### config.mk
export PLATFORM = sky130hd
export DESIGN_NAME = multicycle_ctrl_flat
export DESIGN_NICKNAME = d
export VERILOG_FILES = /design/src/rtl/multicycle_ctrl_if.sv /design/src/rtl/multicycle_ctrl.sv /design/src/flat_wrapper.sv
export SDC_FILE = /design/constraint.sdc
export NUM_CORES = 1
export LEC_CHECK = 0
export ABC_AREA = 0
export CAP_MARGIN = 20
export CORE_MARGIN = 8
export CORE_UTILIZATION = 40
export DETAILED_ROUTE_END_ITERATION = 8
export MAX_ROUTING_LAYER = met4
export PLACE_DENSITY = 0.74
export SLEW_MARGIN = 20
export SYNTH_ARGS = -nofsm -noshare
export SYNTH_HDL_FRONTEND = slang
export SYNTH_SLANG_ARGS = --single-unit
### constraint.sdc
create_clock -name clk -period 4.6 [get_ports clk]
set_input_delay 0.46 -clock clk [delete_from_list [all_inputs] [get_ports clk]]
set_output_delay 0.46 -clock clk [all_outputs]
set_load 0.02 [all_outputs]
### src/rtl/multicycle_ctrl_if.sv
// Control bundle between the multicycle controller and the MIPS datapath.
// master = controller, slave = datapath.
interface multicycle_ctrl_if;
    logic [5:0]  opcode;
    logic [5:0]  func;
    logic        zero;
    logic        pc_write;
    logic        ir_write;
    logic        iord;
    logic        mem_read;
    logic        mem_write;
    logic        mem2reg;
    logic        reg_dst;
    logic        reg_write;
    logic        ex_top;
    logic        alu_src_a;
    logic [1:0]  alu_src_b;
    logic [3:0]  alu_op;
    logic [1:0]  pc_src;
    logic        trap;
    logic [3:0]  state;
    logic [31:0] instr_count;

    modport master (
        input  opcode, func, zero,
        output pc_write, ir_write, iord, mem_read, mem_write,
        output mem2reg, reg_dst, reg_write, ex_top,
        output alu_src_a, alu_src_b, alu_op, pc_src,
        output trap, state, instr_count
    );

    modport slave (
        output opcode, func, zero,
        input  pc_write, ir_write, iord, mem_read, mem_write,
        input  mem2reg, reg_dst, reg_write, ex_top,
        input  alu_src_a, alu_src_b, alu_op, pc_src,
        input  trap, state, instr_count
    );
endinterface

### src/rtl/multicycle_ctrl.sv
// Moore control FSM sequencing the multicycle MIPS datapath,
// with a retired-instruction counter and a trap on bad encodings.
module multicycle_ctrl (
    input  logic              clk,
    input  logic              rst,
    multicycle_ctrl_if.master bus
);

    localparam logic [3:0] ADD_OP = 4'b0010;
    localparam logic [3:0] SUB_OP = 4'b0110;
    localparam logic [3:0] AND_OP = 4'b0000;
    localparam logic [3:0] OR_OP  = 4'b0001;
    localparam logic [3:0] SLT_OP = 4'b0111;

    localparam logic [5:0] OPC_RTYPE = 6'h00;
    localparam logic [5:0] OPC_LW    = 6'h23;
    localparam logic [5:0] OPC_SW    = 6'h2B;
    localparam logic [5:0] OPC_BEQ   = 6'h04;
    localparam logic [5:0] OPC_ADDI  = 6'h08;
    localparam logic [5:0] OPC_J     = 6'h02;

    localparam logic [5:0] FN_ADD = 6'h20;
    localparam logic [5:0] FN_SUB = 6'h22;
    localparam logic [5:0] FN_AND = 6'h24;
    localparam logic [5:0] FN_OR  = 6'h25;
    localparam logic [5:0] FN_SLT = 6'h2A;

    typedef enum logic [3:0] {
        S_FETCH  = 4'd0,
        S_DECODE = 4'd1,
        S_MEMADR = 4'd2,
        S_MEMRD  = 4'd3,
        S_MEMWB  = 4'd4,
        S_MEMWR  = 4'd5,
        S_EXEC   = 4'd6,
        S_RTWB   = 4'd7,
        S_BRANCH = 4'd8,
        S_ADDIEX = 4'd9,
        S_ADDIWB = 4'd10,
        S_JUMP   = 4'd11,
        S_TRAP   = 4'd15
    } state_e;

    state_e      state_q, state_d;
    logic [31:0] cnt_q, cnt_d;
    logic        retire;
    logic        func_ok;
    logic [3:0]  func_alu;

    logic        pcw_raw, irw_raw, mr_raw, mw_raw, rw_raw;
    logic        iord, m2r, rdst, src_a, trap;
    logic [1:0]  src_b, pc_src;
    logic [3:0]  alu_op;

    // R-type function decode shared by DECODE (legality) and EXEC (ALU op)
    always_comb begin
        func_ok  = 1'b1;
        func_alu = ADD_OP;
        case (bus.func)
            FN_ADD:  func_alu = ADD_OP;
            FN_SUB:  func_alu = SUB_OP;
            FN_AND:  func_alu = AND_OP;
            FN_OR:   func_alu = OR_OP;
            FN_SLT:  func_alu = SLT_OP;
            default: func_ok  = 1'b0;
        endcase
    end

    always_comb begin
        state_d = S_FETCH;
        case (state_q)
            S_FETCH:  state_d = S_DECODE;
            S_DECODE: begin
                case (bus.opcode)
                    OPC_RTYPE:      state_d = func_ok ? S_EXEC : S_TRAP;
                    OPC_LW, OPC_SW: state_d = S_MEMADR;
                    OPC_BEQ:        state_d = S_BRANCH;
                    OPC_ADDI:       state_d = S_ADDIEX;
                    OPC_J:          state_d = S_JUMP;
                    default:        state_d = S_TRAP;
                endcase
            end
            S_MEMADR: begin
                state_d = (bus.opcode == OPC_SW) ? S_MEMWR : S_MEMRD;
            end
            S_MEMRD:  state_d = S_MEMWB;
            S_EXEC:   state_d = S_RTWB;
            S_ADDIEX: state_d = S_ADDIWB;
            S_TRAP:   state_d = S_TRAP;
            default:  state_d = S_FETCH;
        endcase
    end

    always_comb begin
        case (state_q)
            S_MEMWB, S_MEMWR, S_RTWB,
            S_BRANCH, S_ADDIWB, S_JUMP: retire = 1'b1;
            default:                    retire = 1'b0;
        endcase
    end

    assign cnt_d = retire ? cnt_q + 32'd1 : cnt_q;

    always_ff @(posedge clk or posedge rst) begin
        if (rst) begin
            state_q <= S_FETCH;
            cnt_q   <= '0;
        end else begin
            state_q <= state_d;
            cnt_q   <= cnt_d;
        end
    end

    always_comb begin
        pcw_raw = 1'b0;
        irw_raw = 1'b0;
        mr_raw  = 1'b0;
        mw_raw  = 1'b0;
        rw_raw  = 1'b0;
        iord    = 1'b0;
        m2r     = 1'b0;
        rdst    = 1'b0;
        src_a   = 1'b0;
        src_b   = 2'b00;
        alu_op  = AND_OP;
        pc_src  = 2'b00;
        trap    = 1'b0;
        case (state_q)
            S_FETCH: begin
                mr_raw  = 1'b1;
                irw_raw = 1'b1;
                src_b   = 2'b01;
                alu_op  = ADD_OP;
                pcw_raw = 1'b1;
            end
            S_DECODE: begin
                src_b  = 2'b11;
                alu_op = ADD_OP;
            end
            S_MEMADR, S_ADDIEX: begin
                src_a  = 1'b1;
                src_b  = 2'b10;
                alu_op = ADD_OP;
            end
            S_MEMRD: begin
                mr_raw = 1'b1;
                iord   = 1'b1;
            end
            S_MEMWB: begin
                rw_raw = 1'b1;
                m2r    = 1'b1;
            end
            S_MEMWR: begin
                mw_raw = 1'b1;
                iord   = 1'b1;
            end
            S_EXEC: begin
                src_a  = 1'b1;
                alu_op = func_alu;
            end
            S_RTWB: begin
                rw_raw = 1'b1;
                rdst   = 1'b1;
            end
            // Only output that is not a pure function of state
            S_BRANCH: begin
                src_a   = 1'b1;
                alu_op  = SUB_OP;
                pc_src  = 2'b01;
                pcw_raw = bus.zero;
            end
            S_ADDIWB: rw_raw = 1'b1;
            S_JUMP: begin
                pc_src  = 2'b10;
                pcw_raw = 1'b1;
            end
            S_TRAP:  trap = 1'b1;
            default: ;
        endcase
    end

    // Strobes are masked by rst so an abandoned instruction writes nothing
    assign bus.pc_write    = pcw_raw & ~rst;
    assign bus.ir_write    = irw_raw & ~rst;
    assign bus.mem_read    = mr_raw  & ~rst;
    assign bus.mem_write   = mw_raw  & ~rst;
    assign bus.reg_write   = rw_raw  & ~rst;
    assign bus.iord        = iord;
    assign bus.mem2reg     = m2r;
    assign bus.reg_dst     = rdst;
    assign bus.ex_top      = 1'b1;
    assign bus.alu_src_a   = src_a;
    assign bus.alu_src_b   = src_b;
    assign bus.alu_op      = alu_op;
    assign bus.pc_src      = pc_src;
    assign bus.trap        = trap;
    assign bus.state       = state_q;
    assign bus.instr_count = cnt_q;

endmodule

### src/flat_wrapper.sv
// flat-port wrapper written by rule: the top's interface ports become plain ports
module multicycle_ctrl_flat 
  (clk, rst, bus_opcode, bus_func, bus_zero, bus_pc_write, bus_ir_write, bus_iord, bus_mem_read, bus_mem_write, bus_mem2reg, bus_reg_dst, bus_reg_write, bus_ex_top, bus_alu_src_a, bus_alu_src_b, bus_alu_op, bus_pc_src, bus_trap, bus_state, bus_instr_count);
  multicycle_ctrl_if bus_i ();
  input  logic clk;
  input  logic rst;
  input wire logic [$bits(bus_i.opcode)-1:0] bus_opcode;
  input wire logic [$bits(bus_i.func)-1:0] bus_func;
  input wire logic [$bits(bus_i.zero)-1:0] bus_zero;
  output wire logic [$bits(bus_i.pc_write)-1:0] bus_pc_write;
  output wire logic [$bits(bus_i.ir_write)-1:0] bus_ir_write;
  output wire logic [$bits(bus_i.iord)-1:0] bus_iord;
  output wire logic [$bits(bus_i.mem_read)-1:0] bus_mem_read;
  output wire logic [$bits(bus_i.mem_write)-1:0] bus_mem_write;
  output wire logic [$bits(bus_i.mem2reg)-1:0] bus_mem2reg;
  output wire logic [$bits(bus_i.reg_dst)-1:0] bus_reg_dst;
  output wire logic [$bits(bus_i.reg_write)-1:0] bus_reg_write;
  output wire logic [$bits(bus_i.ex_top)-1:0] bus_ex_top;
  output wire logic [$bits(bus_i.alu_src_a)-1:0] bus_alu_src_a;
  output wire logic [$bits(bus_i.alu_src_b)-1:0] bus_alu_src_b;
  output wire logic [$bits(bus_i.alu_op)-1:0] bus_alu_op;
  output wire logic [$bits(bus_i.pc_src)-1:0] bus_pc_src;
  output wire logic [$bits(bus_i.trap)-1:0] bus_trap;
  output wire logic [$bits(bus_i.state)-1:0] bus_state;
  output wire logic [$bits(bus_i.instr_count)-1:0] bus_instr_count;
  assign bus_i.opcode = bus_opcode;
  assign bus_i.func = bus_func;
  assign bus_i.zero = bus_zero;
  assign bus_pc_write = bus_i.pc_write;
  assign bus_ir_write = bus_i.ir_write;
  assign bus_iord = bus_i.iord;
  assign bus_mem_read = bus_i.mem_read;
  assign bus_mem_write = bus_i.mem_write;
  assign bus_mem2reg = bus_i.mem2reg;
  assign bus_reg_dst = bus_i.reg_dst;
  assign bus_reg_write = bus_i.reg_write;
  assign bus_ex_top = bus_i.ex_top;
  assign bus_alu_src_a = bus_i.alu_src_a;
  assign bus_alu_src_b = bus_i.alu_src_b;
  assign bus_alu_op = bus_i.alu_op;
  assign bus_pc_src = bus_i.pc_src;
  assign bus_trap = bus_i.trap;
  assign bus_state = bus_i.state;
  assign bus_instr_count = bus_i.instr_count;
  multicycle_ctrl u_core (.clk(clk), .rst(rst), .bus(bus_i));
endmodule
==> flow_summary.toml <==
[detailed_routing]
vias = 1853
first_iter_violations = 94
dr_wl_met2_um = 2593
drc = 0
ant_nets = 0
wl_per_cell_um = 14.65
routed.top_layer = "met4"
first_pass_iters = 6
wl_met3_um = 270
wl_met1_um = 2374
post_drt_via_cell_ratio = 5.147
drt_wl_total_um = 5273

[sta]
setup_tns_ps = 0
finalHoldViolations = 0
tightestPinTransition_ps = 590.0
clock.fmax_ghz = 0.3484
finalClockSkew_ps = 8.655
setup_viol = 0
fin_crit_sh_pct = 62.40
post-route-min-period_ps = 2871
relSlewSlack_pct = 60.66
slew_violations = 0
rsz0062_at_grt = "no"

[final_layout]
antennaDiodeCount = 0
syn_to_final_growth_pct = 38.37
drive_gt1_share_pct = 6.207
layout.cells.most_common = "clkdlybuf4s50_1"
final_cell_mix = "clkdlybuf4s50_1, dfrtp_1, nand2_1"
num-nets-final = 305

[setup_path]
crit_arrival_ps = 2410
critPathRequiredTime_ps = 4140
rrSetupSlack_ps = 2120
cp_max_fo = 17
r2r-start = "u_core.bus.state[0]"
reg2reg_to = "u_core.bus.instr_count[26]"
crit_type = "register to primary output"
cp-end-kind = "primary output"
cp-start-kind = "register"
reg2regPathDepth = 5

[clock_network]
cts_max_level = 2
cts-buffers-inserted = 5
clk_latency_ps = 280
clk_path_buf_depth = 2
cts_resized = 0
clkTransAtPathRegs_ps = 70
clock_sinks = 36
hold_buffers = 0
cts_tree = "yes"
cts_setup_buffers = 0
cts-root-buf = "clkbuf_8"

[floorplan]
io_pins = 70
die_h_um = 88.34
initial_core_util_pct = 41.25
fp.dieW_um = 88.34
core_sq_um = 5075
die-area_sq_um = 7804
fp-row-count = 26

[hold_path]
hold_path_class = "register to register"
hp-start = "u_core.bus.instr_count[31]"
min_to = "u_core.bus.instr_count[31]"
hold_path_depth = 1

[synth]
avgSynthCellArea_sq_um = 9.303
syn-num-nets = 241
yosysWarnings = 0
async_flop_share_pct = 100.0
synth_edf_count = 0
synth_flop_cell = "dfrtp_1"
synth_area_sq_um = 2093
ys_ff_latch = 36
netlist_instances = 225
ys_seq_area_share_pct = 43.04
ys_types = 45

[power]
cellPowerDensity_nw_per_um2 = 450.8
leakage_uw = 0.001215
max-vdd-ir-drop_mv = 0.2737
total_power_uw = 1306

[grt]
grt_usage_pct = 14.29
grt_max_degree = 37
grt_pass1_vias = 1822
grt-ovfl-total = 0
grt_pass1_wl_um = 8638
antenna_found_initial = 0

[flow_run]
max-cap-violations = 0

[placement]
io_buffers = 67
gp_congestion = 0.8166
dp_hpwl_um = 4016

[outcome]
outcome = "complete, no violations"
## cells in the mapped netlist (3+ instances only)
library cell / number / share of area [%]
a21oi_1: 5 / 1.2
inv_1: 6 / 1.1
o21ai_0: 5 / 1.2
and3_1: 3 / 0.90
xor2_1: 12 / 5.0
nor3_1: 11 / 2.6
xnor2_1: 23 / 9.6
nand2_1: 25 / 4.5
nand2b_1: 5 / 1.5
nor2b_1: 3 / 0.90
nand3_1: 16 / 3.8
buf_4: 3 / 1.1
nor2_1: 20 / 3.6
nand4_1: 9 / 2.7
clkbuf_1: 6 / 1.1
dfrtp_1: 36 / 43
## registers in the layout, summed over array words and instances (netlist names)
| register | count |
|---|---|
| u_core.bus.instr_count | 32 |
| u_core.bus.state | 4 |
## per-layer routing
| metal | vias up | GRT usage (%) |
|---|---|---|
| met3 | 4 | 3.528 |
| met2 | 46 | 23.76 |
| met4 | 0 | 4.608 |
| met1 | 898 | 16.49 |
| met5 | - | - |
| li1 | 905 | - |
## report_power, final
group / internal (uW) / total, uW / switching (uW)
combinational: 290 / 617 / 326
sequential: 359 / 462 / 103
clock: 119 / 227 / 108
total: 769 / 1310 / 537
## stage by stage
stage	std cells	setup slack (ps)	hold slack, ps	area [sq um]	util [%]
2_1_floorplan	225	2264	582.3	2093	-
3_3_place_gp	352	2060	461.5	2804	55.25
3_5_place_dp	352	1979	475.7	2804	55.25
4_1_cts	360	1713	485.0	2897	57.08
5_1_grt	360	1582	500.6	2897	57.08
6_report	360	1729	479.8	2897	57.08
## worst max-delay path by stage
stage                                    from             to  slack [ps]  cells after the start
final                     u_core.bus.state[0]  bus_reg_write        1730                      5
after global routing      u_core.bus.state[1]  bus_alu_op[0]        1580                      5
after floorplan                           rst   bus_ir_write        2260                      3
after global placement            bus_func[5]  bus_alu_op[0]        2060                      5
after CTS                 u_core.bus.state[0]  bus_reg_write        1710                      5
after detailed placement          bus_func[5]  bus_alu_op[0]        1980                      5
## logic make-up (layout without fill, tap and decap cells)
| group | count (synthesis) | in the layout | share of synthesized area, % |
|---|---|---|---|
| other cells | 2 | 2 | 0.3588 |
| mux | 2 | 2 | 1.016 |
| flops | 36 | 36 | 43.04 |
| xor+xnor | 35 | 35 | 14.64 |
| fa+ha+maj | 1 | 1 | 0.5976 |
| simple gates | 107 | 107 | 28.39 |
| buf+inv | 17 | 82 | 3.706 |
| compound gates | 25 | 25 | 8.248 |
## cell type report
type / count / area (sq um)
Clock inverter: 2 / 10.01
Inverter: 6 / 22.52
Sequential cell: 36 / 900.9
Tap cell: 70 / 87.58
Timing Repair Buffer: 68 / 678.2
Fill cell: 475 / 2178
Clock buffer: 6 / 82.58
Multi-Input combinational cell: 172 / 1115
## critical path, cell delays in order (launching register included)
cell,delay (ps)
dfrtp_1,660
and2b_1,290
or3_1,380
o21a_1,110
nor2_1,80
clkdlybuf4s50_1,610
(Power assumes the default switching activity.)
